## src/rtl/interrupt_sequencer_pkg.sv

```systemverilog
// Shared definitions for the interrupt sequencer and the control unit.
//   - irq_state_t   : sequencer state encoding
//   - irq_strobes_t : stack/PC/memory strobe bundle driven toward the CU datapath
//   - VEC_BASE_DEFAULT, ID_W : vector base and IRQ id width
//   - vec_addr()    : 8-bit wrapping vector address computation
package interrupt_sequencer_pkg;

  localparam logic [7:0] VEC_BASE_DEFAULT = 8'hF0;
  localparam int         ID_W             = 3;

  typedef enum logic [2:0] {
    ST_IDLE,
    ST_WAIT_BND,
    ST_DEC_SP,
    ST_PUSH,
    ST_VECTOR,
    ST_ACTIVE,
    ST_POP,
    ST_INC_SP
  } irq_state_t;

  typedef struct packed {
    logic cu_hold;
    logic sp_dec;
    logic sp_inc;
    logic mem_req;
    logic mem_we;
    logic pc_load_vec;
    logic pc_load_mem;
  } irq_strobes_t;

  // Vector address wraps modulo 256.
  function automatic logic [7:0] vec_addr(input logic [7:0] base,
                                          input logic [ID_W-1:0] id);
    return base + {{(8-ID_W){1'b0}}, id};
  endfunction

endpackage

```

## src/rtl/interrupt_sequencer_prio_enc.sv

```systemverilog
// irq_prio_enc: combinational lowest-index priority encoder.
// Ports:
//   i_req   [NUM_IRQ] request vector
//   o_id    [ID_W]    index of the lowest set bit (0 when none set)
//   o_valid           any request set
module irq_prio_enc
  import interrupt_sequencer_pkg::*;
#(
  parameter int NUM_IRQ = 4
) (
  input  logic [NUM_IRQ-1:0] i_req,
  output logic [ID_W-1:0]    o_id,
  output logic               o_valid
);

  // Scan from the top down so the lowest set index wins.
  always_comb begin
    o_id    = '0;
    o_valid = 1'b0;
    for (int i = NUM_IRQ - 1; i >= 0; i--) begin
      if (i_req[i]) begin
        o_id    = ID_W'(i);
        o_valid = 1'b1;
      end
    end
  end

endmodule

```

## src/rtl/interrupt_sequencer.sv

```systemverilog
// interrupt_sequencer: single-level interrupt controller for the 8-bit
// multi-cycle CPU. Samples level IRQs, stalls the CU at an instruction
// boundary, pushes the return PC, vectors to the ISR and restores the PC
// on RETI. Memory accesses use a req/gnt handshake with the arbiter.
//
// Optional feature macro: IRQ_MASK_EN (adds a writable NUM_IRQ-bit mask
// register; without it the mask is all-ones and mask_we/mask_wdata are unused).
//
// Ports:
//   clk, rst (async, active-low)
//   irq[NUM_IRQ], ie, boundary, reti, mem_gnt, mask_we, mask_wdata[NUM_IRQ]
//   cu_hold, sp_dec, sp_inc, mem_req, mem_we, pc_load_vec, pc_load_mem,
//   pc_vector[8], irq_ack[NUM_IRQ], in_isr
module interrupt_sequencer
  import interrupt_sequencer_pkg::*;
#(
  parameter int         NUM_IRQ  = 4,
  parameter logic [7:0] VEC_BASE = VEC_BASE_DEFAULT
) (
  input  logic               clk,
  input  logic               rst,
  input  logic [NUM_IRQ-1:0] irq,
  input  logic               ie,
  input  logic               boundary,
  input  logic               reti,
  input  logic               mem_gnt,
  input  logic               mask_we,
  input  logic [NUM_IRQ-1:0] mask_wdata,
  output logic               cu_hold,
  output logic               sp_dec,
  output logic               sp_inc,
  output logic               mem_req,
  output logic               mem_we,
  output logic               pc_load_vec,
  output logic               pc_load_mem,
  output logic [7:0]         pc_vector,
  output logic [NUM_IRQ-1:0] irq_ack,
  output logic               in_isr
);

  irq_state_t         r_state;
  logic [ID_W-1:0]    r_id;
  logic               r_in_isr;
  logic [NUM_IRQ-1:0] w_mask;
  logic [NUM_IRQ-1:0] w_pending;
  logic [ID_W-1:0]    w_id;
  logic               w_pend_valid;
  irq_strobes_t       w_strb;

`ifdef IRQ_MASK_EN
  logic [NUM_IRQ-1:0] r_mask;

  always_ff @(posedge clk or negedge rst) begin
    if (!rst) begin
      r_mask <= '1;
    end else if (mask_we) begin
      r_mask <= mask_wdata;
    end
  end

  assign w_mask = r_mask;
`else
  logic w_unused_mask;

  assign w_unused_mask = ^{mask_we, mask_wdata};
  assign w_mask        = '1;
`endif

  // No nesting: nothing is pending while an ISR runs.
  assign w_pending = (ie && !r_in_isr) ? (irq & w_mask) : '0;

  irq_prio_enc #(
    .NUM_IRQ (NUM_IRQ)
  ) u_prio_enc (
    .i_req   (w_pending),
    .o_id    (w_id),
    .o_valid (w_pend_valid)
  );

  always_ff @(posedge clk or negedge rst) begin
    if (!rst) begin
      r_state  <= ST_IDLE;
      r_id     <= '0;
      r_in_isr <= 1'b0;
    end else begin
      case (r_state)
        ST_IDLE: begin
          if (w_pend_valid) r_state <= ST_WAIT_BND;
        end
        ST_WAIT_BND: begin
          if (!w_pend_valid) begin
            r_state <= ST_IDLE;
          end else if (boundary) begin
            r_id    <= w_id;
            r_state <= ST_DEC_SP;
          end
        end
        ST_DEC_SP: r_state <= ST_PUSH;
        ST_PUSH: begin
          if (mem_gnt) r_state <= ST_VECTOR;
        end
        ST_VECTOR: begin
          r_in_isr <= 1'b1;
          r_state  <= ST_ACTIVE;
        end
        ST_ACTIVE: begin
          if (reti) r_state <= ST_POP;
        end
        ST_POP: begin
          if (mem_gnt) r_state <= ST_INC_SP;
        end
        ST_INC_SP: begin
          r_in_isr <= 1'b0;
          r_state  <= ST_IDLE;
        end
        default: r_state <= ST_IDLE;
      endcase
    end
  end

  // Strobes decode from the state register so an async reset clears them
  // in the same cycle. The WAIT_BND hold is combinational on boundary so the
  // CU cannot leave fetch1 on the capture edge.
  always_comb begin
    w_strb = '0;
    case (r_state)
      ST_WAIT_BND: w_strb.cu_hold = boundary && w_pend_valid;
      ST_DEC_SP: begin
        w_strb.cu_hold = 1'b1;
        w_strb.sp_dec  = 1'b1;
      end
      ST_PUSH: begin
        w_strb.cu_hold = 1'b1;
        w_strb.mem_req = 1'b1;
        w_strb.mem_we  = 1'b1;
      end
      ST_VECTOR: begin
        w_strb.cu_hold     = 1'b1;
        w_strb.pc_load_vec = 1'b1;
      end
      ST_POP: begin
        w_strb.cu_hold     = 1'b1;
        w_strb.mem_req     = 1'b1;
        w_strb.pc_load_mem = mem_gnt;
      end
      ST_INC_SP: begin
        w_strb.cu_hold = 1'b1;
        w_strb.sp_inc  = 1'b1;
      end
      default: w_strb = '0;
    endcase
  end

  assign cu_hold     = w_strb.cu_hold;
  assign sp_dec      = w_strb.sp_dec;
  assign sp_inc      = w_strb.sp_inc;
  assign mem_req     = w_strb.mem_req;
  assign mem_we      = w_strb.mem_we;
  assign pc_load_vec = w_strb.pc_load_vec;
  assign pc_load_mem = w_strb.pc_load_mem;
  assign pc_vector   = vec_addr(VEC_BASE, r_id);
  assign irq_ack     = (r_state == ST_VECTOR) ? (NUM_IRQ'(1) << r_id) : '0;
  assign in_isr      = r_in_isr;

endmodule

```

## config.mk

```make
export PLATFORM = sky130hd
export DESIGN_NAME = interrupt_sequencer
export DESIGN_NICKNAME = d
export VERILOG_FILES = /design/src/rtl/interrupt_sequencer_pkg.sv /design/src/rtl/interrupt_sequencer_prio_enc.sv /design/src/rtl/interrupt_sequencer.sv
export SDC_FILE = /design/constraint.sdc
export NUM_CORES = 1
export LEC_CHECK = 0
export ABC_AREA = 1
export BUFFER_PORTS_ARGS = -buffer_cell sky130_fd_sc_hd__buf_2
export CAP_MARGIN = 20
export CORE_MARGIN = 2
export CORE_UTILIZATION = 35
export CTS_CLUSTER_SIZE = 10
export DETAILED_ROUTE_END_ITERATION = 7
export PLACE_DENSITY_LB_ADDON = 0.12
export SYNTH_ARGS = -nofsm -noshare
export SYNTH_HDL_FRONTEND = slang
export SYNTH_HIERARCHICAL = 1
export SYNTH_SLANG_ARGS = --single-unit
```

## constraint.sdc

```tcl
create_clock -name clk -period 1.45 [get_ports clk]
set_clock_uncertainty 0.15 [all_clocks]
set_input_delay 0.0725 -clock clk [delete_from_list [all_inputs] [get_ports clk]]
set_output_delay 0.0725 -clock clk [all_outputs]
set_load 0.03 [all_outputs]
```

==> flow_metrics.env <==
export IMPL_p_leak_nw=0.6008
export IMPL_synth_yosys_seq_area_share=0.2893
export IMPL_drt_iter0_markers=7
export IMPL_violations="setup timing"
export IMPL_r2r_cells=13
export IMPL_worst_ep_required_time_ns=1.23
export IMPL_start_kind="register"
export IMPL_cts_tree="yes"
export IMPL_placed_area_um2=837.1
export IMPL_port_buffers=24
export IMPL_crit_start="in_isr"
export IMPL_core_um2=1670
export IMPL_htree_levels=1
export IMPL_grt_max_degree=8
export IMPL_reg2reg_from="in_isr"
export IMPL_drv_slew=0
export IMPL_grt_ovfl_total=0
export IMPL_yosys_register_bits=7
export IMPL_dp_slack_ns=-0.1361
export IMPL_cellPowerDensity_nw_per_um2=1745
export IMPL_yosysUniqueCellTypes=23
export IMPL_arrival_ns=1.54
export IMPL_io_pins=35
export IMPL_gp_congestion=0.7767
export IMPL_clock_sinks=7
export IMPL_setup_violations_final=9
export IMPL_die_x_um=45.60
export IMPL_antenna_found_initial=0
export IMPL_vias=697
export IMPL_ys_top_cells_by_area="dfrtp_1 (29%), nand2_1 (11%), inv_1 (9.3%)"
export IMPL_grt_usage=0.1693
export IMPL_rrSetupSlack_ns=-0.25
export IMPL_synth_most_common_cell="nand2_1"
export IMPL_status="complete, but fails checks"
export IMPL_min_period_ns=1.767
export IMPL_clkTransAtPathRegs_ns=0.05
export IMPL_yosysWarnings=6
export IMPL_ir_drop_mv=0.9121
export IMPL_die_height_um=45.60
export IMPL_postSynthAreaPerCell_um2=6.512
export IMPL_syn_to_final_growth_pct=83.47
export IMPL_grt_pass1_vias=624
export IMPL_post_route_period_util=1.219
export IMPL_synth_largest_area_cell="dfrtp_1"
export IMPL_setup_slack_ns=-0.3172
export IMPL_dp_hpwl_um=1208
export IMPL_netlist_area_um2=605.6
export IMPL_diodes=0
export IMPL_clockBufferDepth=2
export IMPL_maxCapViolCount=0
export IMPL_initial_core_util=0.3625
export IMPL_ys_flop_type="dfrtp_1"
export IMPL_cts_buffers=3
export IMPL_dieArea_um2=2079
export IMPL_r2r_end="r_state[0]"
export IMPL_rsz0062_at_grt="true"
export IMPL_ys_top_cells_by_count="nand2_1 (17), inv_1 (15), nor2_1 (15)"
export IMPL_clk_latency_ns=0.25
export IMPL_via_per_inst=4.411
export IMPL_hold_violations=0
export IMPL_synth_edf_count=0
export IMPL_routed_wl_um=1641
export IMPL_grt_pass1_wl_um=2525
export IMPL_fin_area_um2=1111
export IMPL_syn_inst=93
export IMPL_endpoint_kind="output port"
export IMPL_drc=0
export IMPL_ys_async_sr_fraction=1.000
export IMPL_synth_top_area_share=0.2893
export IMPL_final_nets=157
export IMPL_hold_path_class="in2async"
export IMPL_ant_nets=0
export IMPL_max_clock_freq_ghz=0.5659
export IMPL_wl_per_cell_um=10.39
export IMPL_critPathMaxFanout=4
export IMPL_root_buffer="clkbuf_4"
export IMPL_drive_above_1_share=0.6028
export IMPL_path_class="reg2out"
export IMPL_first_pass_iters=4
export IMPL_std_cell_rows=15
-- logic make-up after synthesis --
kind of cell / Yosys count / synth area share
and+or+nand+nor: 52 / 0.4401
AOI/OAI and AO/OA: 6 / 0.05991
buffers and inverters: 25 / 0.1921
other: 3 / 0.01859
DFF: 7 / 0.2893
-- per-stage QoR --
| step | setup TNS (ns) | power (W) | util | instances | hold slack, ns |
|---|---|---|---|---|---|
| 6_report | -1.427 | 0.001939 | 0.6652 | 158 | 0.03852 |
| 5_1_grt | -2.337 | 0.002069 | 0.6652 | 158 | 0.05168 |
| 4_1_cts | -1.640 | 0.001834 | 0.6135 | 156 | 0.03240 |
| 3_5_place_dp | -0.7812 | 0.001415 | 0.5011 | 139 | -0.2325 |
| 3_3_place_gp | -0.5287 | 0.001401 | 0.5011 | 139 | -0.2348 |
| 2_1_floorplan | -0.9864 | 0.001121 | - | 96 | -0.3731 |
-- worst max-delay path: stages, from the launching register on --
cell	delay (ns)
dfrtp_2	0.40
inv_2	0.07
nand2_4	0.09
nor2_4	0.11
nor2_2	0.05
nand2_1	0.06
inv_2	0.05
nor2_4	0.09
nand3_2	0.07
o211ai_1	0.11
buf_4	0.19
-- layout by cell type (no fill, tap or decap), types with 3 or more instances in the layout --
master and n:
conb_1 6, nor2_2 5, nor2_4 7, nand2_1 15
buf_4 24, dfrtp_1 4, dfrtp_2 3, nand2_4 3
buf_6 7, inv_1 13, nand3_2 3, nand4_1 3
nor2_1 5, clkbuf_4 4, inv_2 6, buf_2 13
-- per-layer routing --
metal / GRT usage / share of wire
met2: 0.2958 / 0.51
met1: 0.2044 / 0.44
met4: 0.07059 / 0.0085
met3: 0.02381 / 0.037
met5: 0 / 0
-- area by class of cell --
class | count | area (µm²)
Inverter | 19 | 71.32
Sequential cell | 7 | 178.9
Tap cell | 17 | 21.27
Multi-Input combinational cell | 64 | 461.7
Clock buffer | 4 | 26.28
Fill cell | 151 | 559.3
Timing Repair Buffer | 47 | 351.6
-- where the power goes --
part	switching, W	total, W	internal (W)
combinational	0.000840	0.00140	0.000557
sequential	0.0000803	0.000368	0.000287
clock	0.0000702	0.000175	0.000105
total	0.000990	0.00194	0.000949
-- sequential cells by signal, summed over array words and instances, names as in the netlist --
signal / flops
in_isr: 1
r_state: 3
r_id: 3
-- worst max-delay path by stage --
stage,to,slack [ns]
after floorplan,cu_hold,-0.21
after global placement,r_id[1],-0.10
after detailed placement,r_id[1],-0.14
after CTS,cu_hold,-0.33
after global routing,cu_hold,-0.41
final,cu_hold,-0.32
-- what timing repair did --
action                                 4_1_cts  5_1_grt
setup endpoints to repair                   15       16
cloned                                       0        0
resized for setup                           19       24
endpoints found under the hold margin        9        0
buffers inserted                            13        3
hold buffers                                 2        0
pin swaps                                   13       11
Note: power is estimated with default switching activity, not from simulation.
